===== config.mk =====
export PLATFORM = sky130hd
export DESIGN_NAME = ram_mp_init
export DESIGN_NICKNAME = d
export VERILOG_FILES = /design/src/rtl/ram_mp_init.sv
export SDC_FILE = /design/constraint.sdc
export NUM_CORES = 1
export LEC_CHECK = 0
export CAP_MARGIN = 10
export CORE_MARGIN = 2
export CORE_UTILIZATION = 45
export DETAILED_ROUTE_END_ITERATION = 10
export PLACE_DENSITY = 0.64
export SYNTH_ARGS = -nofsm -noshare
export SYNTH_HDL_FRONTEND = slang
export SYNTH_SLANG_ARGS = --single-unit

===== constraint.sdc =====
create_clock -name clk -period 4.7 [get_ports clk]
set_input_delay 0.94 -clock clk [delete_from_list [all_inputs] [get_ports clk]]
set_output_delay 0.94 -clock clk [all_outputs]
set_load 0.01 [all_outputs]

===== src/rtl/ram_mp_init.sv =====
// Multi-port synchronous RAM with per-lane write masks, lowest-port-wins collision
// resolution, selectable read-during-write behaviour and a post-reset hardware clear.
module ram_mp_init #(
  parameter int unsigned     DATA     = 32,
  parameter int unsigned     DEPTH    = 16,
  parameter int unsigned     PORT     = 2,
  parameter int unsigned     BYTE     = 8,
  parameter int unsigned     OUTREG   = 0,
  parameter int unsigned     RDW_MODE = 0,
  parameter logic [DATA-1:0] INIT_VAL = '0,
  parameter int unsigned     ADDR     = $clog2(DEPTH)
) (
  input  logic                           clk,
  input  logic                           reset,
  input  logic [PORT-1:0]                en_,
  input  logic [PORT-1:0]                rw_,
  input  logic [PORT-1:0][ADDR-1:0]      addr,
  input  logic [PORT-1:0][DATA-1:0]      wdata,
  input  logic [PORT-1:0][DATA/BYTE-1:0] wmask,
  output logic [PORT-1:0][DATA-1:0]      rdata,
  output logic [PORT-1:0]                rvalid,
  output logic                           busy,
  output logic                           coll
);

  localparam int unsigned LANE = DATA / BYTE;

  if (DATA % BYTE != 0) begin : gen_bad_lane
    $error("ram_mp_init: DATA must be a multiple of BYTE");
  end

  typedef enum logic [0:0] {StInit, StRun} state_e;

  logic [DATA-1:0] mem [DEPTH];

  state_e          state_q;
  logic [ADDR-1:0] cnt_q;
  logic            busy_q;
  logic            coll_q;
  logic            coll_d;
  logic            run;

  logic [PORT-1:0]           in_range;
  logic [PORT-1:0]           wr_req;
  logic [PORT-1:0]           rd_req;
  logic [PORT-1:0][DATA-1:0] old_word;
  logic [PORT-1:0][DATA-1:0] new_word;
  logic [PORT-1:0][DATA-1:0] rd_word;

  logic [PORT-1:0]           rvalid1_q;
  logic [PORT-1:0][DATA-1:0] rdata1_q;

  // Clear sequencer: busy drops on the same edge that writes the last word.
  always_ff @(posedge clk or posedge reset) begin
    if (reset) begin
      state_q <= StInit;
      cnt_q   <= '0;
      busy_q  <= 1'b1;
    end else if (state_q == StInit) begin
      cnt_q <= cnt_q + ADDR'(1);
      if (cnt_q == ADDR'(DEPTH - 1)) begin
        state_q <= StRun;
        busy_q  <= 1'b0;
      end
    end
  end

  always_comb begin
    run    = (state_q == StRun);
    coll_d = 1'b0;
    for (int unsigned p = 0; p < PORT; p++) begin
      in_range[p] = (32'(addr[p]) < DEPTH);
      wr_req[p]   = run & ~en_[p] & ~rw_[p] & in_range[p];
      rd_req[p]   = run & ~en_[p] & rw_[p];
      old_word[p] = in_range[p] ? mem[addr[p]] : '0;
    end
    // Merged post-write word seen at each port's address; applying ports from the
    // highest index down lets the lowest-index writer win each lane.
    for (int unsigned p = 0; p < PORT; p++) begin
      new_word[p] = old_word[p];
      for (int q = int'(PORT) - 1; q >= 0; q--) begin
        for (int unsigned l = 0; l < LANE; l++) begin
          if (wr_req[q] && wmask[q][l] && (addr[q] == addr[p])) begin
            new_word[p][l*BYTE +: BYTE] = wdata[q][l*BYTE +: BYTE];
          end
        end
      end
      rd_word[p] = (RDW_MODE != 0) ? new_word[p] : old_word[p];
    end
    for (int unsigned p = 0; p < PORT; p++) begin
      for (int unsigned q = p + 1; q < PORT; q++) begin
        for (int unsigned l = 0; l < LANE; l++) begin
          if (wr_req[p] && wr_req[q] && (addr[p] == addr[q]) && wmask[p][l] && wmask[q][l]) begin
            coll_d = 1'b1;
          end
        end
      end
    end
  end

  // Every writer to a shared address stores the same merged word, so order is irrelevant.
  always_ff @(posedge clk) begin
    if (state_q == StInit) begin
      mem[cnt_q] <= INIT_VAL;
    end
    for (int unsigned p = 0; p < PORT; p++) begin
      if (wr_req[p]) begin
        mem[addr[p]] <= new_word[p];
      end
    end
  end

  always_ff @(posedge clk or posedge reset) begin
    if (reset) begin
      rvalid1_q <= '0;
      rdata1_q  <= '0;
      coll_q    <= 1'b0;
    end else begin
      rvalid1_q <= rd_req;
      coll_q    <= coll_d;
      for (int unsigned p = 0; p < PORT; p++) begin
        if (rd_req[p]) begin
          rdata1_q[p] <= rd_word[p];
        end
      end
    end
  end

  if (OUTREG != 0) begin : gen_outreg
    logic [PORT-1:0]           rvalid2_q;
    logic [PORT-1:0][DATA-1:0] rdata2_q;

    always_ff @(posedge clk or posedge reset) begin
      if (reset) begin
        rvalid2_q <= '0;
        rdata2_q  <= '0;
      end else begin
        rvalid2_q <= rvalid1_q;
        for (int unsigned p = 0; p < PORT; p++) begin
          if (rvalid1_q[p]) begin
            rdata2_q[p] <= rdata1_q[p];
          end
        end
      end
    end

    assign rvalid = rvalid2_q;
    assign rdata  = rdata2_q;
  end else begin : gen_direct
    assign rvalid = rvalid1_q;
    assign rdata  = rdata1_q;
  end

  assign busy = busy_q;
  assign coll = coll_q;

endmodule


======== Word-level counts from Yosys, hierarchy flattened ========
Memories as Yosys holds them, arrays and structs flattened.
Cells that the tools add are included.
word-level totals
  flip-flop bits (word level) ............. 73
  memory bits (writable) .................. 512
  input port bits ......................... 86
  output and inout port bits .............. 68
  logic and storage cells ................. 81
  memories kept ........................... 1
memory list
  memory  depth  width  rd ports  clocked after memory_dff  wr ports  RTL line  source
  mem     16     32     2         0                         2         34        logic [DATA-1:0] mem [DEPTH];
operators by class
  add/sub/neg operators ................... 1
  equal/unequal tests ..................... 3
  muxes and demuxes ....................... 30
  bitwise logic cells ..................... 11
  reductions and logical operators ........ 28
operator list
  operator             count
  $mux 8               16
  $mux 32              1
  $reduce_or 32->1     1
  $logic_and 1x1->1    26
  $mux 1               12
  $eq 4x4->1           2
  $and 1x1->1          6
  $not 1->1            5
  $add 4x1->4 const B  1
  $eq 4x4->1 const B   1
  $mux 4               1
  $reduce_and 2->1     1

======== Depth between registers and ports, before layout ========
Gate-level depths: netlist (run 1).
  word-level depth ........................ 11
  mapped depth ............................ 12
  mapped depth without buffers ............ 5

======== Least setup slack after synthesis (run 1) ========
No wires, ideal clock.
  path type ............................... input-to-reg
  start ................................... input addr[1] (netlist bit)
  end ..................................... memory mem[7][0] (enable)
  library setup time ...................... 466 ps
  data arrival time ....................... 4,513 ps
  data required time ...................... 4,234 ps
  slack ................................... -279 ps
  stages on the path ...................... 8
  path buffers ............................ 4
  cell sequence ........................... buf_2 > buf_2 > buf_2 > clkbuf_1 > inv_1 > nor3_1 > a31oi_1 > o21ai_0
RTL lines
  element          RTL line  source
  start, declared  17        input logic [PORT-1:0][ADDR-1:0] addr,
  end, declared    34

==> results of run 1 <==
[final timing paths]
path | cells after the start | startpoint | to | slack (ns)
max reg2reg | 6 | run | mem[8][19] | 1.08
max in group asynchronous | 3 | reset | rdata[25] | 2.99
max | 7 | rw_[0] | mem[8][19] | 0.80
min | 2 | rdata[50] | rdata[50] | 0.47
min reg2reg | 2 | rdata[50] | rdata[50] | 0.47
min in group asynchronous | 2 | reset | rdata[63] | 0.81
[power groups by stage]
stage / clock network [mW] / registers, mW / logic, mW
3_3_place_gp: 0 / 6.01 / 2.13
6_report: 5.43 / 5.91 / 2.24
4_1_cts: 5.42 / 5.91 / 2.18
5_1_grt: 5.62 / 5.93 / 2.32
3_5_place_dp: 0 / 6.02 / 2.17
2_1_floorplan: 0 / 6.05 / 1.23
[through the flow]
stage,setup TNS (ns),hold slack [ns],util
after floorplan,-61.88,0.4467,-
after global placement,0,0.4600,0.4932
after detailed placement,0,0.4628,0.4932
after CTS,0,0.4766,0.5209
after global routing,0,0.4914,0.5209
final,0,0.4746,0.5210
[cell usage in the layout (no fill, tap or decap), types with 20 or more instances in the layout]
cell type / synthesis / final
sky130_fd_sc_hd__clkdlybuf4s50_1: 0 / 148
sky130_fd_sc_hd__o22ai_1: 275 / 275
sky130_fd_sc_hd__nand3_1: 79 / 79
sky130_fd_sc_hd__or3_1: 20 / 20
sky130_fd_sc_hd__o211ai_1: 96 / 96
sky130_fd_sc_hd__and4_1: 98 / 96
sky130_fd_sc_hd__a221oi_1: 129 / 129
sky130_fd_sc_hd__a21oi_1: 21 / 21
sky130_fd_sc_hd__a221o_1: 43 / 43
sky130_fd_sc_hd__a22oi_1: 36 / 36
sky130_fd_sc_hd__dfrtp_1: 72 / 72
sky130_fd_sc_hd__buf_12: 0 / 32
sky130_fd_sc_hd__edfxtp_1: 512 / 512
sky130_fd_sc_hd__a211oi_1: 64 / 64
sky130_fd_sc_hd__nor2_1: 125 / 123
sky130_fd_sc_hd__clkbuf_16: 0 / 72
sky130_fd_sc_hd__mux2i_1: 251 / 251
sky130_fd_sc_hd__and3_1: 33 / 26
sky130_fd_sc_hd__nand4_1: 33 / 33
sky130_fd_sc_hd__mux2_2: 41 / 41
sky130_fd_sc_hd__mux4_2: 216 / 216
sky130_fd_sc_hd__buf_4: 22 / 185
sky130_fd_sc_hd__nand2_1: 376 / 375
[worst register-to-register path: stages (launching register included)]
cell and delay [ns]:
sky130_fd_sc_hd__dfrtp_1 0.50, sky130_fd_sc_hd__nor3b_4 0.86, sky130_fd_sc_hd__buf_4 0.26, sky130_fd_sc_hd__and2_1 0.15, sky130_fd_sc_hd__nand2_1 0.34, sky130_fd_sc_hd__o21ai_1 1.02, sky130_fd_sc_hd__mux2i_1 0.19
[final cells by class]
type,instances,area share
Inverter,9,0.0008523
Clock inverter,24,0.004085
Timing Repair Buffer,369,0.08356
Tap cell,1070,0.03145
Antenna cell,3,0.0001763
Clock buffer,105,0.04899
Multi-Input combinational cell,2117,0.4268
Sequential cell,585,0.4041
[state kept, by name (all words and copies together) (netlist names)]
register	cells
rdata	64
mem	512
coll	1
busy	1
run	1
cnt_q	4
rvalid	2
[Yosys cell counts, types with 14 or more instances]
library cell | number | area (um2)
sky130_fd_sc_hd__buf_2 | 86 | 430.4
sky130_fd_sc_hd__nand4_1 | 33 | 206.5
sky130_fd_sc_hd__mux4_2 | 216 | 4865
sky130_fd_sc_hd__a221o_1 | 43 | 430.4
sky130_fd_sc_hd__a221oi_1 | 129 | 1130
sky130_fd_sc_hd__nand2_1 | 376 | 1411
sky130_fd_sc_hd__buf_4 | 22 | 165.2
sky130_fd_sc_hd__and3_1 | 33 | 206.5
sky130_fd_sc_hd__mux2i_1 | 251 | 2512
sky130_fd_sc_hd__dfrtp_1 | 72 | 1802
sky130_fd_sc_hd__mux2_2 | 41 | 461.7
sky130_fd_sc_hd__and2_1 | 14 | 87.58
sky130_fd_sc_hd__o21ai_0 | 33 | 165.2
sky130_fd_sc_hd__clkbuf_1 | 278 | 1044
sky130_fd_sc_hd__a211oi_1 | 64 | 480.5
sky130_fd_sc_hd__nand3_1 | 79 | 395.4
sky130_fd_sc_hd__and4_1 | 98 | 858.3
sky130_fd_sc_hd__o22ai_1 | 275 | 1720
sky130_fd_sc_hd__buf_1 | 17 | 63.81
sky130_fd_sc_hd__nor2_1 | 125 | 469.2
sky130_fd_sc_hd__a22o_1 | 17 | 148.9
sky130_fd_sc_hd__o211a_1 | 16 | 160.2
sky130_fd_sc_hd__or3_1 | 20 | 125.1
sky130_fd_sc_hd__a22oi_1 | 36 | 270.3
sky130_fd_sc_hd__o211ai_1 | 96 | 720.7
sky130_fd_sc_hd__a21oi_1 | 21 | 105.1
sky130_fd_sc_hd__edfxtp_1 | 512 | 15370
[cell families after synthesis]
logic type      Yosys count
compound gates          781
simple gates            820
xor+xnor                  7
flops                   585
buf+inv                 424
fa+ha+maj                 1
mux                     508
[per-layer routing]
| layer | track usage | up-vias | share of wire |
|---|---|---|---|
| met5 | 0 | - | 0.00017 |
| met4 | 0.1726 | 4 | 0.058 |
| met3 | 0.1106 | 617 | 0.15 |
| met2 | 0.5207 | 2840 | 0.44 |
| met1 | 0.4441 | 15700 | 0.35 |
| li1 | - | 12790 | - |
==> results.toml, run 1 <==
[logic_synthesis]
avgSynthCellArea_um2 = 11.81
syn-cell-area_mm2 = 0.03693
syn-instance-count = 3126
synthSimpleGateAreaFrac = 0.1114
postSynthRegisterBits = 585
seq_area_frac_synth = 0.4658
synth_cell_types = 60
synth_top_family_by_area = "multiplexers"
number_of_enable_flip_flop_cells_after_synthesis = 512
synth-async-reset-ratio = 0.1248
synthesis.nets = 3213
synth_xor_xnor_area_share = 0.001660
ys_warn_count = 0
flip_flop_cell_with_the_highest_count_after_synthesis = "sky130_fd_sc_hd__edfxtp_1"
synthMuxAreaShare = 0.2122
post_synth_fa_ha_maj_area_fraction = 0.0003388
synth-compound-area-share = 0.1583

[global_route]
grt_first_pass_wirelength_mm = 212.3
grt_use_total = 0.3435
global_route.overflow_total = 0
first_global_vias = 31140
grt_start_max_net_pins = 86
grt_antenna_before_repair = 8

[route]
violation_count_after_the_first_detailed_route_iteration = 5922
wire_per_inst_um = 34.92
routed_wirelength_mm = 149.5
drt_pre_antenna_iters = 7
drc_errors = 0
vias_per_cell = 7.461
number_of_antenna_violating_nets_in_the_routed_design = 0
route.vias.total = 31950

[critical_path]
crit_path_cell_trace = "clkdlybuf4s50_1 -> nor3b_4 -> buf_4 -> and2_1 -> nand2_1 -> o21ai_1 -> mux2i_1"
crit_slowest_cell = "sky130_fd_sc_hd__o21ai_1"
timing.critical_path.slowest_cell_delay_ns = 1.02
crit_path_end_kind = "flip-flop"
top_delay_family_on_crit_path = "simple AND/OR/NAND/NOR gates"
crit_type = "in -> reg"
critPathMaxFanout = 16
critPathBufInv = 2
setup.worst_path.start_class = "input pin"
critical_path_arrival_ns = 4.24
crit_required_ns = 5.04

[cells_and_area]
final_cells = 4282
post_layout_nets = 3239
area.sequential_mm2 = 0.01720
fillerInstances = 6939
area.growth.synth_to_final_pct = 15.27
finalInstanceArea_mm2 = 0.04257
multiInputGateArea_mm2 = 0.01817
layout-drive-gt1-share = 0.2060

[cts]
clock_sink_count = 585
htree_num_levels = 3
cts-hold-fix-buffers = 0
cts_inserted_buffers = 70
tritoncts = "done"
cts_root_buffer = "sky130_fd_sc_hd__clkbuf_16"
bufs_on_longest_clock_path = 3
cts_resized = 0
clk_transition_reported_paths_ns = 0.06
post_cts_repair_timing_setup_buffer_count = 0
clock_insertion_delay_worst_skew_ns = 0.64

[floorplanning]
design.die.area_mm2 = 0.08438
width_of_the_chip_um = 290.5
core_area_mm2 = 0.08172
placement_rows = 105
chipHeight_um = 290.5
floorplan.initialDensity = 0.4520
boundaryPins = 154

[sta]
final.setup.worst_slack_ns = 0.8003
report.final.setup_viol = 0
max_slew.worst_pin.slew_ns = 1.310
drv_slew = 0
report.final.hold_viol_count = 0
grt_setup_unrepaired = "false"
maximum_clock_frequency_mhz = 256.4
post-route-period-util = 0.8297
clock-skew-final_ns = 0.02330
worst_slew_margin_rel = 0.1249
post-route-min-period_ns = 3.900

[power_and_ir_drop]
power_share_of_the_clock_group = 0.400
power.share.switching = 0.2754
switchingPower_mw = 3.740
power.share.sequential = 0.435
power.leakage_nw = 14.94
power_density_mw_per_mm2 = 319.0
share_comb_of_total_power = 0.165
irDropWorstVdd_v = 0.0002638
cell_internal_pwr_mw = 9.839
total_power_mw = 13.58

[placed_design]
postPlaceCellArea_mm2 = 0.04030
dp_cells = 4150
preCtsSetupSlack_ns = 0.2967
place.gp.congestion = 0.9392
buffer_ports.inserted = 153
detailed_place_hpwl_mm = 92.81

[flow_run]
max_cap_viol_count = 0

[worst_hold_path]
hp-class = "reg -> reg"

[outcome]
status = "finished clean"
No activity file was read; power rests on OpenSTA's default activity.
==> run 2, diff against run 1 <==
==> constraint.sdc (replaced) <==
create_clock -name clk -period 3.84 [get_ports clk]
set_input_delay 0.768 -clock clk [delete_from_list [all_inputs] [get_ports clk]]
set_output_delay 0.768 -clock clk [all_outputs]
set_load 0.01 [all_outputs]
==> run 2 against run 1 <==
Combinational power up 28%. Utilization up 1.0 points. First-iteration DRC count down 4.5%. Design area up 1.9%. Global-route usage up 0.28 points. Critical path type unchanged.
==> results.toml, run 2 (same netlist as run 1, synthesis figures left out) <==
[cells_and_area]
post_layout_nets = 3339
top_register = "mem"
largest_register_ff_count = 512
mostFrequentLayoutCell = "sky130_fd_sc_hd__edfxtp_1"
layout-drive-gt1-share = 0.2286
final_cells = 4378
commonest_cells_after_routing_fill_and_taps_aside = "sky130_fd_sc_hd__edfxtp_1, sky130_fd_sc_hd__nand2_1, sky130_fd_sc_hd__o22ai_1, sky130_fd_sc_hd__buf_4, sky130_fd_sc_hd__mux2i_1"
area.growth.synth_to_final_pct = 17.47

[worst_hold_path]
hold_path_end = "rdata[49]"
hp-class = "reg -> reg"
timing.hold.worst_path_depth = 2
hold_path_startpoint = "rdata[49]"

[critical_path]
crit_required_ns = 4.16
crit_slowest_cell = "sky130_fd_sc_hd__a221oi_2"
crit_path_cell_trace = "clkdlybuf4s50_1 -> buf_4 -> nor2b_4 -> buf_12 -> buf_12 -> a221o_1 -> a21oi_1 -> a221oi_2 -> o22ai_1"
critical_path.reg2reg.startpoint = "run"
crit_path_frequent_cell = "sky130_fd_sc_hd__buf_12"
critical_path_arrival_ns = 3.67
rr_endpoint = "mem[6][2]"
timing.critical_path.slowest_cell_delay_ns = 0.99
crit_type = "in -> reg"
reg2reg_slack_ns = 0.57
reg2regPathDepth = 6
crit_path_end_kind = "flip-flop"
critPathMaxFanout = 20
setup.worst_path.start_class = "input pin"
worst_setup_path_startpoint = "addr[2]"

[route]
route.vias.total = 32320
number_of_antenna_violating_nets_in_the_routed_design = 0
drt_pre_antenna_iters = 8
violation_count_after_the_first_detailed_route_iteration = 5655
drc_errors = 0
wire_per_inst_um = 34.18
vias_per_cell = 7.382
routed_wirelength_mm = 149.7

[floorplanning]
chipHeight_um = 290.5
width_of_the_chip_um = 290.5
design.die.area_mm2 = 0.08438
floorplan.initialDensity = 0.4520
placement_rows = 105
core_area_mm2 = 0.08172
boundaryPins = 154

[sta]
grt_setup_unrepaired = "false"
worst_slew_margin_rel = 0.1824
report.final.hold_viol_count = 0
clock-skew-final_ns = 0.02695
report.final.setup_viol = 0
post-route-min-period_ns = 3.354
maximum_clock_frequency_mhz = 298.2
post-route-period-util = 0.8734
max_slew.worst_pin.slew_ns = 1.226
drv_slew = 0
hold_ws_ns = 0.4781

[cts]
bufs_on_longest_clock_path = 3
cts_resized = 0
clock_sink_count = 585
cts-hold-fix-buffers = 0
clock_insertion_delay_worst_skew_ns = 0.63
htree_num_levels = 3
cts_root_buffer = "sky130_fd_sc_hd__clkbuf_16"
clk_transition_reported_paths_ns = 0.06
cts_inserted_buffers = 68
post_cts_repair_timing_setup_buffer_count = 0
tritoncts = "done"

[global_route]
grt_first_pass_wirelength_mm = 214.4
grt_use_total = 0.3464
global_route.overflow_total = 0
grt_start_max_net_pins = 65
grt_antenna_before_repair = 2
first_global_vias = 31420

[placed_design]
dp_cells = 4252
place.gp.congestion = 0.9622
buffer_ports.inserted = 153
detailed_place_hpwl_mm = 96.05

[power_and_ir_drop]
power_density_mw_per_mm2 = 378.6
total_power_mw = 16.42
power.leakage_nw = 15.44
irDropWorstVdd_v = 0.0002898

[outcome]
status = "finished clean"

[flow_run]
max_cap_viol_count = 0
run 2: cell types whose count changed in the layout (fill, tap and decap cells not counted), sizes merged:
cell | previous run | this run
diode | 3 | 1
bufinv | 0 | 1
buf | 221 | 323
clkinv | 21 | 28
clkinvlp | 1 | 0
clkbuf | 105 | 94
run 2: worst max-delay path by stage:
stage                 end  slack, ns
2_1_floorplan   mem[2][0]      -0.82
3_3_place_gp   mem[15][9]       0.01
3_5_place_dp   mem[4][25]       0.02
4_1_cts         mem[9][3]       0.64
5_1_grt        mem[4][14]       0.42
6_report       mem[9][14]       0.49
run 2: report_power, final:
group | internal, mW | switching, mW | leakage, nW
logic | 1.22 | 1.64 | 8.75
clock network | 3.53 | 2.79 | 1.04
registers | 7.14 | 0.106 | 5.65
total | 11.9 | 4.54 | 15.4
run 2: area by class of cell:
cell class,count,area (um2)
clock buffers,94,1892
inverters,9,36.28
diodes,1,2.502
flip-flops and latches,585,17200
repair buffers,471,4536
well taps,1070,1339
clock inverters,31,206.4
fillers,6863,38330
multi-input cells,2117,18170
run 2: per-stage QoR:
stage | area [um2] | setup TNS, ns | utilization | worst slack [ns]
after floorplan | 36930 | -199.44 | - | -0.8222
after global placement | 41280 | 0 | 0.5052 | 0.01495
after detailed placement | 41280 | 0 | 0.5052 | 0.01829
after global routing | 43380 | 0 | 0.5309 | 0.4212
final | 43390 | 0 | 0.5309 | 0.4861
after CTS | 43380 | 0 | 0.5309 | 0.6400
run 2: critical path, delay by kind of cell:
| family | cells | cell delay (ns) |
|---|---|---|
| and+or+nand+nor | 1 | 0.15 |
| buffers and inverters | 4 | 1.26 |
| AOI/OAI and AO/OA | 4 | 1.48 |
run 2: routing by layer:
metal,GRT usage,part of all wire,vias up
li1,-,-,12980
met1,0.4576,0.35,15780
met2,0.5206,0.44,2929
met3,0.09292,0.15,631
met4,0.1897,0.065,2
met5,0,0.00019,-
